$ cat src/rtl/cnn_pkg.sv
// cnn_pkg: shared output-memory geometry and drain FSM state type
package cnn_pkg;
   localparam int WIDTH = 16;
   localparam int SIZE  = 64;
   typedef enum logic {IDLE, RUN} drain_state_t;
endpackage

$ cat src/rtl/skid_fifo2.sv
// skid_fifo2: two-entry FIFO absorbing the one-cycle memory read latency
module skid_fifo2 #(
   parameter int WIDTH = 16
) (
   input  logic             clk,
   input  logic             rst_n,
   input  logic             push,
   input  logic             pop,
   input  logic [WIDTH-1:0] data_in,
   output logic [WIDTH-1:0] data_out,
   output logic [1:0]       occ
);
   logic [WIDTH-1:0] slot [2];
   logic wr_ptr, rd_ptr;
   assign data_out = slot[rd_ptr];
   always_ff @(posedge clk or negedge rst_n)
      if (!rst_n) begin
         slot[0] <= '0;
         slot[1] <= '0;
         wr_ptr  <= 1'b0;
         rd_ptr  <= 1'b0;
         occ     <= 2'd0;
      end else begin
         if (push) begin
            slot[wr_ptr] <= data_in;
            wr_ptr       <= ~wr_ptr;
         end
         if (pop) rd_ptr <= ~rd_ptr;
         occ <= occ + 2'(push) - 2'(pop);
      end
endmodule

$ cat src/rtl/output_stream_drain.sv
// output_stream_drain: reads N results from the output memory starting at address 0
// and streams them in address order over valid/ready through a two-entry skid FIFO
module output_stream_drain #(
   parameter  int WIDTH   = cnn_pkg::WIDTH,
   parameter  int SIZE    = cnn_pkg::SIZE,
   localparam int LOGSIZE = $clog2(SIZE)
) (
   input  logic               clk,
   input  logic               rst_n,
   input  logic               start,
   input  logic [LOGSIZE:0]   num_outputs,
   output logic               busy,
   output logic               done,
   output logic               mem_rd_en,
   output logic [LOGSIZE-1:0] mem_rd_addr,
   input  logic [WIDTH-1:0]   mem_data,
   output logic [WIDTH-1:0]   out_data,
   output logic               out_valid,
   input  logic               out_ready
);
   import cnn_pkg::*;
   localparam logic [LOGSIZE:0] MAX_N = (LOGSIZE+1)'(SIZE);
   drain_state_t state;
   logic [LOGSIZE:0] n, issued, popped;
   logic inflight, pop;
   logic [1:0] occ;
   assign out_valid   = occ != 2'd0;
   assign pop         = out_valid && out_ready;
   // buffered plus in-flight words never exceed the two FIFO slots
   assign mem_rd_en   = state == RUN && issued < n && 3'(occ) + 3'(inflight) - 3'(pop) < 3'd2;
   assign mem_rd_addr = issued[LOGSIZE-1:0];
   skid_fifo2 #(.WIDTH(WIDTH)) u_fifo (
      .clk      (clk),
      .rst_n    (rst_n),
      .push     (inflight),
      .pop      (pop),
      .data_in  (mem_data),
      .data_out (out_data),
      .occ      (occ)
   );
   always_ff @(posedge clk or negedge rst_n)
      if (!rst_n) begin
         state    <= IDLE;
         busy     <= 1'b0;
         done     <= 1'b0;
         n        <= '0;
         issued   <= '0;
         popped   <= '0;
         inflight <= 1'b0;
      end else begin
         inflight <= mem_rd_en;
         done     <= 1'b0;
         issued   <= issued + {{LOGSIZE{1'b0}}, mem_rd_en};
         popped   <= popped + {{LOGSIZE{1'b0}}, pop};
         if (state == IDLE && start) begin
            state  <= RUN;
            busy   <= 1'b1;
            issued <= '0;
            popped <= '0;
            n      <= num_outputs > MAX_N ? MAX_N : num_outputs;
         end else if (state == RUN && popped + {{LOGSIZE{1'b0}}, pop} == n) begin
            state <= IDLE;
            busy  <= 1'b0;
            done  <= 1'b1;
         end
      end
endmodule

$ cat config.mk
export PLATFORM = sky130hd
export DESIGN_NAME = output_stream_drain
export DESIGN_NICKNAME = d
export VERILOG_FILES = /design/src/rtl/cnn_pkg.sv /design/src/rtl/skid_fifo2.sv /design/src/rtl/output_stream_drain.sv
export SDC_FILE = /design/constraint.sdc
export NUM_CORES = 1
export LEC_CHECK = 0
export BUFFER_PORTS_ARGS = -buffer_cell sky130_fd_sc_hd__buf_2
export CORE_MARGIN = 1.5
export CORE_UTILIZATION = 59
export DETAILED_ROUTE_END_ITERATION = 8
export GPL_TIMING_DRIVEN = 0
export PLACE_DENSITY = 0.84
export REMOVE_ABC_BUFFERS = 1
export SYNTH_ARGS = -nofsm -noshare
export SYNTH_HDL_FRONTEND = slang
export SYNTH_SLANG_ARGS = --single-unit
$ cat constraint.sdc
create_clock -name clk -period 4.61 [get_ports clk]
set_input_delay 0.6915 -clock clk [delete_from_list [all_inputs] [get_ports clk]]
set_output_delay 0.6915 -clock clk [all_outputs]
set_load 0.005 [all_outputs]
==> impl_metrics.env, run 1 <==
export IMPL_max_slew_worst_pin_slew_ns=0.868
export IMPL_fin_tns_setup_ns=0
export IMPL_ctsHtreeMaxLevel=3
export IMPL_root_buffer="sky130_fd_sc_hd__clkbuf_8"
export IMPL_place_congestion=0.759
export IMPL_finalCriticalPeriod_ns=3.77
export IMPL_grt_max_degree=61
export IMPL_cts_tree="built"
export IMPL_worstSetupEndpointType="output pin"
export IMPL_power_combinational_fraction=0.391
export IMPL_int_pwr_mw=1.68
export IMPL_post_cts_setup_buffers=0
export IMPL_detail_route_drc_violations=0
export IMPL_synth_cell_area_sq_um=2870
export IMPL_power_density_nw_per_um2=736
export IMPL_drt_antenna_violating_nets=0
export IMPL_max_clock_freq_ghz=0.265
export IMPL_design_die_area_sq_um=5290
export IMPL_synth_compound_area_share=0.0318
export IMPL_synth_simple_area_share=0.0942
export IMPL_route_vias_total=1841
export IMPL_postPlaceCellArea_sq_um=3130
export IMPL_outcome="complete, no violations"
export IMPL_fp_dieW_um=72.7
export IMPL_postLayoutSetupSlackWorst_ns=0.840
export IMPL_tritoncts_num_buffers=9
export IMPL_synth_edf_count=0
export IMPL_cp_data_required_time_ns=3.92
export IMPL_sw_share=0.321
export IMPL_synth_mux_area_fraction=0.188
export IMPL_routed_wire_length_per_instance_um=14.8
export IMPL_antenna_violations_before_repair=0
export IMPL_timing_slew_headroom=0.418
export IMPL_grt_pass1_wl_mm=8.27
export IMPL_port_buffers=52
export IMPL_cts_hold_buffers_added=0
export IMPL_drt_pass1_iter_count=4
export IMPL_grt_setup_unrepaired="no"
export IMPL_die_y_um=72.7
export IMPL_final_layout_fill_cell_count=354
export IMPL_drt_iter0_drc=90
export IMPL_gr_total_overflow=0
export IMPL_timing_final_max_slew_violations=0
export IMPL_groute_usage_overall=0.213
export IMPL_clkPwrFrac=0.221
export IMPL_route_final_wire_length_mm=5.03
export IMPL_final_layout_size_suffix_gt1_frac=0.389
export IMPL_netlist_top_cell_by_area="sky130_fd_sc_hd__dfrtp_1"
export IMPL_warning_count_from_the_yosys_run=0
export IMPL_syn_avg_cell_area_sq_um=12.5
export IMPL_ys_seq_area_frac=0.524
export IMPL_dpl_hpwl_mm=3.44
export IMPL_synth_top_family_by_area="multiplexers"
export IMPL_finalHoldViolations=0
export IMPL_num_nets_final=319
export IMPL_start_util=0.611
export IMPL_max_cap_viol_count=0
export IMPL_finalSetupViolations=0
export IMPL_clkSinkCount=60
export IMPL_top_cells_by_area_synth="sky130_fd_sc_hd__dfrtp_1, sky130_fd_sc_hd__mux2_2, sky130_fd_sc_hd__ha_1"
export IMPL_post_cts_resized=0
export IMPL_synth_seq_cells=60
export IMPL_worstSetupPathType="reg2out"
export IMPL_report_power_total_mw=2.48
export IMPL_post_synth_fa_ha_maj_area_fraction=0.0550
export IMPL_synth_xor_area_share=0.0672
export IMPL_cts_clk_slew_worst_paths_ns=0.06
export IMPL_ir_drop_mv=0.402
export IMPL_critical_path_startpoint_type="flop"
export IMPL_num_antenna_cells=0
export IMPL_synth_flop_cell="sky130_fd_sc_hd__dfrtp_1"
export IMPL_netlist_cell_type_count=31
export IMPL_core_area_sq_um=4690
export IMPL_io_pins=53
export IMPL_critical_path_peak_fanout=3
export IMPL_vias_in_the_first_global_route=1803
export IMPL_power_net_switching_mw=0.796
export IMPL_synth_cells=229
export IMPL_ys_async_sr_fraction=1.00
export IMPL_worst_path_arrival_time_ns=3.08
export IMPL_clk_path_buf_depth=2
export IMPL_post_route_period_util=0.818
export IMPL_vias_per_cell=5.43
export IMPL_static_leakage_power_nw=1.60
export IMPL_post_place_ws_ns=0.956
export IMPL_std_cell_rows=25
export IMPL_yosysTopAreaCellShare=0.524
export IMPL_synthToLayoutAreaGrowth_pct=17.4
export IMPL_worstHoldPathType="in2async"
export IMPL_clkLatencyLatePin_ns=0.34
export IMPL_final_standard_cell_area_without_fillers_sq_um=3370
export IMPL_clock_skew_ns=0.0106
export IMPL_sequential_cell_fraction_of_total_power=0.388
[through the flow]
stage,instances,utilization,hold WS (ns)
detailed placement,323,0.666,0.477
finish,339,0.718,0.418
floorplan,216,-,0.396
global route,339,0.718,0.470
global placement,322,0.665,0.466
CTS,339,0.717,0.491
[worst max-delay path: stages (launching register included)]
cell,delay [ns]
sky130_fd_sc_hd__dfrtp_1,0.40
sky130_fd_sc_hd__or2_2,0.33
sky130_fd_sc_hd__nand2_1,0.12
sky130_fd_sc_hd__inv_1,0.09
sky130_fd_sc_hd__nand2_1,0.11
sky130_fd_sc_hd__o21ai_0,0.10
sky130_fd_sc_hd__ha_1,0.21
sky130_fd_sc_hd__fa_1,0.47
sky130_fd_sc_hd__nor4b_1,0.28
sky130_fd_sc_hd__o21ai_0,0.13
sky130_fd_sc_hd__a41oi_1,0.32
sky130_fd_sc_hd__buf_2,0.18
[flip-flops by register name, summed over array words and instances, names as in the netlist]
signal,count
popped,7
state,1
u_fifo.rd_ptr,1
u_fifo.wr_ptr,1
n,7
issued,7
done,1
inflight,1
u_fifo.occ,2
u_fifo.slot,32
[power by group through the flow]
stage	sequential (mW)	clock, mW	combinational [mW]
final	0.962	0.547	0.970
after floorplan	0.923	0	0.691
after global placement	0.953	0	0.930
after CTS	0.963	0.553	0.985
after global routing	0.999	0.580	1.09
after detailed placement	0.969	0	0.972
[layout by cell type, fill, tap and decap left out, types with 2 or more instances in the layout]
cell,instances
sky130_fd_sc_hd__clkinv_2,2
sky130_fd_sc_hd__nand2_1,10
sky130_fd_sc_hd__nand3_1,4
sky130_fd_sc_hd__bufinv_16,2
sky130_fd_sc_hd__mux2_2,36
sky130_fd_sc_hd__o21ai_0,8
sky130_fd_sc_hd__buf_2,51
sky130_fd_sc_hd__nand2b_1,2
sky130_fd_sc_hd__ha_1,11
sky130_fd_sc_hd__xnor2_1,15
sky130_fd_sc_hd__a21o_1,3
sky130_fd_sc_hd__dfrtp_1,60
sky130_fd_sc_hd__xor2_1,7
sky130_fd_sc_hd__buf_4,2
sky130_fd_sc_hd__mux2_1,12
sky130_fd_sc_hd__nand3b_1,6
sky130_fd_sc_hd__clkbuf_8,12
sky130_fd_sc_hd__nor2_1,14
sky130_fd_sc_hd__inv_1,10
sky130_fd_sc_hd__and2_1,4
[per-layer routing]
metal | up-vias | GRT usage | part of all wire
met4 | 0 | 0.101 | 0.020
met3 | 11 | 0.0635 | 0.048
met1 | 903 | 0.258 | 0.44
li1 | 876 | - | -
met5 | - | 0 | 0
met2 | 51 | 0.349 | 0.49
[cells in the mapped netlist, types with 2 or more instances]
master and number:
sky130_fd_sc_hd__mux2_1 12, sky130_fd_sc_hd__nor2b_1 2, sky130_fd_sc_hd__nor2_1 14, sky130_fd_sc_hd__clkbuf_1 3
sky130_fd_sc_hd__a21o_1 3, sky130_fd_sc_hd__nand2_1 10, sky130_fd_sc_hd__inv_1 10, sky130_fd_sc_hd__mux2_2 36
sky130_fd_sc_hd__xor2_1 7, sky130_fd_sc_hd__dfrtp_1 60, sky130_fd_sc_hd__xnor2_1 15, sky130_fd_sc_hd__buf_2 4
sky130_fd_sc_hd__o21ai_0 8, sky130_fd_sc_hd__buf_4 6, sky130_fd_sc_hd__and2_1 4, sky130_fd_sc_hd__nand3b_1 6
sky130_fd_sc_hd__nand2b_1 2, sky130_fd_sc_hd__nand3_1 4, sky130_fd_sc_hd__ha_1 11
[path summary, 6_finish.rpt]
check / startpoint / cells after the start / slack, ns / endpoint
worst max register to register: u_fifo.occ[1]$_DFF_PN0_ / 16 / 1.03 / issued[6]$_DFF_PN0_
worst min register to register: u_fifo.slot[27]$_DFFE_PN0P_ / 1 / 0.48 / u_fifo.slot[27]$_DFFE_PN0P_
worst max-delay path: u_fifo.occ[1]$_DFF_PN0_ / 11 / 0.84 / mem_rd_en
max in group asynchronous: rst_n / 1 / 3.71 / u_fifo.slot[6]$_DFFE_PN0P_
min in group clk: u_fifo.slot[27]$_DFFE_PN0P_ / 1 / 0.48 / u_fifo.slot[27]$_DFFE_PN0P_
worst min-delay path: rst_n / 1 / 0.42 / u_fifo.slot[15]$_DFFE_PN0P_
[cell type report]
cell class,instances,area [sq um],area share
clock buffers,12,165,0.0491
flip-flops and latches,60,1500,0.446
clock inverters,4,70.1,0.0208
inverters,10,37.5,0.0111
well taps,54,67.6,0.0201
repair buffers,53,270,0.0803
multi-input cells,146,1250,0.373
[cell families after synthesis]
group                    Yosys count
multiplexers                      48
adder cells (fa/ha/maj)           12
buffers and inverters             23
AND/OR/NAND/NOR                   49
XOR/XNOR                          22
flip-flops                        60
AO/OA/AOI/OAI                     15
Power figures use the tool's default switching activity.
==> run 2, diff against run 1 <==
--- a/config.mk
+++ b/config.mk
@@ -5,12 +5,13 @@
 export SDC_FILE = /design/constraint.sdc
 export NUM_CORES = 1
 export LEC_CHECK = 0
+export ABC_AREA = 1
 export BUFFER_PORTS_ARGS = -buffer_cell sky130_fd_sc_hd__buf_2
 export CORE_MARGIN = 1.5
-export CORE_UTILIZATION = 59
+export CORE_UTILIZATION = 55
 export DETAILED_ROUTE_END_ITERATION = 8
 export GPL_TIMING_DRIVEN = 0
-export PLACE_DENSITY = 0.84
+export PLACE_DENSITY = 0.79
 export REMOVE_ABC_BUFFERS = 1
 export SYNTH_ARGS = -nofsm -noshare
 export SYNTH_HDL_FRONTEND = slang
==> constraint.sdc (replaced) <==
create_clock -name clk -period 3.65 [get_ports clk]
set_input_delay 0.5475 -clock clk [delete_from_list [all_inputs] [get_ports clk]]
set_output_delay 0.5475 -clock clk [all_outputs]
set_load 0.005 [all_outputs]
==> impl_metrics.env, run 2 <==
export IMPL_cts_clk_slew_worst_paths_ns=0.07
export IMPL_register_containing_the_most_flip_flops_in_the_final_layout="u_fifo.slot"
export IMPL_die_y_um=76.2
export IMPL_worstSetupEndpointType="flop"
export IMPL_ys_seq_area_frac=0.509
export IMPL_num_antenna_cells=0
export IMPL_route_final_wire_length_mm=5.70
export IMPL_timing_slew_headroom=0.290
export IMPL_largest_reg_flops=32
export IMPL_fp_dieW_um=76.2
export IMPL_tritoncts_num_buffers=9
export IMPL_max_clock_freq_ghz=0.308
export IMPL_worstPathCellList="inv_1, nand2_1, nand2_1, inv_2, nand2_1, o21ai_0, ha_1, fa_1, nor3_1, nand4_1, a21oi_1, ha_1, ha_1, nand2_1, inv_2, nand2_1, nor2_1, and3_1, nor3_1"
export IMPL_critical_path_max_stage_delay_ns=0.46
export IMPL_synth_cell_area_sq_um=2950
export IMPL_vias_per_cell=4.92
export IMPL_fin_tns_setup_ns=0
export IMPL_critical_path_peak_fanout=3
export IMPL_worstSetupPathType="reg2reg"
export IMPL_post_cts_setup_buffers=0
export IMPL_core_area_sq_um=5140
export IMPL_grt_max_degree=61
export IMPL_ctsHtreeMaxLevel=3
export IMPL_max_slew_worst_pin_slew_ns=1.06
export IMPL_synthTopCellsByCount="sky130_fd_sc_hd__nand2_1, sky130_fd_sc_hd__dfrtp_1, sky130_fd_sc_hd__inv_1"
export IMPL_clk_path_buf_depth=2
export IMPL_yosysMostFrequentCell="sky130_fd_sc_hd__nand2_1"
export IMPL_routed_wire_length_per_instance_um=11.8
export IMPL_final_layout_size_suffix_gt1_frac=0.198
export IMPL_std_cell_rows=26
export IMPL_r2r_setup_slack_ns=0.41
export IMPL_outcome="complete, no violations"
export IMPL_warning_count_from_the_yosys_run=0
export IMPL_detail_route_drc_violations=0
export IMPL_num_nets_final=448
export IMPL_groute_usage_overall=0.216
export IMPL_max_cap_viol_count=0
export IMPL_drt_pass1_iter_count=5
export IMPL_grt_setup_unrepaired="no"
export IMPL_start_util=0.574
export IMPL_synthToLayoutAreaGrowth_pct=14.9
export IMPL_clock_skew_ns=0.00353
export IMPL_clkLatencyLatePin_ns=0.33
export IMPL_gr_total_overflow=0
export IMPL_netlist_top_cell_by_area="sky130_fd_sc_hd__dfrtp_1"
export IMPL_worst_path_arrival_time_ns=3.42
export IMPL_ys_async_sr_fraction=1.00
export IMPL_cp_common_cell="sky130_fd_sc_hd__nand2_1"
export IMPL_netlist_cell_type_count=28
export IMPL_synth_cells=364
export IMPL_vias_in_the_first_global_route=2261
export IMPL_io_pins=53
export IMPL_critical_path_startpoint_type="flop"
export IMPL_place_congestion=0.747
export IMPL_cp_data_required_time_ns=3.82
export IMPL_antenna_violations_before_repair=0
export IMPL_synth_flop_cell="sky130_fd_sc_hd__dfrtp_1"
export IMPL_drt_antenna_violating_nets=0
export IMPL_post_cts_resized=0
export IMPL_post_route_period_util=0.888
export IMPL_grt_pass1_wl_mm=10.0
export IMPL_route_vias_total=2383
export IMPL_yosysTopAreaCellShare=0.509
export IMPL_finalSetupViolations=0
export IMPL_cts_hold_buffers_added=0
export IMPL_synth_edf_count=0
export IMPL_slowest_stage="sky130_fd_sc_hd__fa_1"
export IMPL_static_leakage_power_nw=1.88
export IMPL_clkSinkCount=60
export IMPL_timing_hold_ws_ns=0.275
export IMPL_worstHoldPathType="in2async"
export IMPL_cts_tree="built"
export IMPL_design_die_area_sq_um=5810
export IMPL_finalCriticalPeriod_ns=3.24
export IMPL_port_buffers=52
export IMPL_top_cells_by_area_synth="sky130_fd_sc_hd__dfrtp_1, sky130_fd_sc_hd__nand2_1, sky130_fd_sc_hd__o21ai_1"
export IMPL_mostFrequentLayoutCell="sky130_fd_sc_hd__nand2_1"
export IMPL_syn_avg_cell_area_sq_um=8.11
export IMPL_leading_cell_types_in_the_layout_fill_and_taps_excluded="sky130_fd_sc_hd__nand2_1, sky130_fd_sc_hd__dfrtp_1, sky130_fd_sc_hd__buf_2"
export IMPL_synth_seq_cells=60
export IMPL_power_density_nw_per_um2=909
export IMPL_dpl_hpwl_mm=3.85
export IMPL_ir_drop_mv=0.504
export IMPL_root_buffer="sky130_fd_sc_hd__clkbuf_8"
export IMPL_drt_iter0_drc=147
export IMPL_finalHoldViolations=0
export IMPL_timing_final_max_slew_violations=0
## run 2: final timing paths
path / from / endpoint / cells after the start
setup / recovery: u_fifo.occ[1]$_DFF_PN0_ / issued[6]$_DFF_PN0_ / 19
hold / removal: rst_n / u_fifo.slot[0]$_DFFE_PN0P_ / 1
setup reg to reg: u_fifo.occ[1]$_DFF_PN0_ / issued[6]$_DFF_PN0_ / 19
hold reg to reg: u_fifo.slot[10]$_DFFE_PN0P_ / u_fifo.slot[10]$_DFFE_PN0P_ / 2
max in group asynchronous: rst_n / n[4]$_DFFE_PN0P_ / 1
min in group clk: num_outputs[2] / n[2]$_DFFE_PN0P_ / 3
## run 2: where the power goes
group / internal, mW / switching (mW) / total (mW)
Sequential: 0.993 / 0.240 / 1.23
Combinational: 0.545 / 0.744 / 1.29
Clock: 0.312 / 0.248 / 0.560
## run 2: through the flow
step | util | total power, mW | worst slack, ns | area (sq um) | instances
final | 0.660 | 3.08 | 0.408 | 3390 | 484
after detailed placement | 0.623 | 2.53 | 0.360 | 3200 | 468
after global routing | 0.660 | 3.39 | 0.126 | 3390 | 484
after CTS | 0.659 | 3.11 | 0.425 | 3390 | 484
after floorplan | - | 2.09 | 0.714 | 2850 | 346
after global placement | 0.623 | 2.47 | 0.380 | 3200 | 468
## run 2: cell families after synthesis
logic type	after synthesis	synth area share
DFF	60	0.509
adders and majority gates	12	0.0534
xor gates and xnor gates	2	0.00594
AOI/OAI and AO/OA	54	0.0933
and+or+nand+nor	171	0.246
buffers and inverters	65	0.0925
## run 2: area by class of cell
type	instances	area, sq um
clock inverters	5	52.6
well taps	70	87.6
fillers	467	1750
flip-flops and latches	60	1500
multi-input cells	239	1180
inverters	47	176
clock buffers	11	131
repair buffers	52	263
## run 2: critical path, delay by kind of cell, from the launching register on
kind	cells	cell delay [ns]
AND/OR/NAND/NOR	10	1.02
adder cells (fa/ha/maj)	4	1.07
buffers and inverters	3	0.22
AO/OA/AOI/OAI	2	0.40
flip-flops	1	0.39
## run 2: layer usage
metal	track usage	vias up	part of all wire
met5	0	-	0
met3	0.0419	7	0.052
met4	0.0889	0	0.0095
met1	0.268	1080	0.46
li1	-	1239	-
met2	0.370	57	0.48
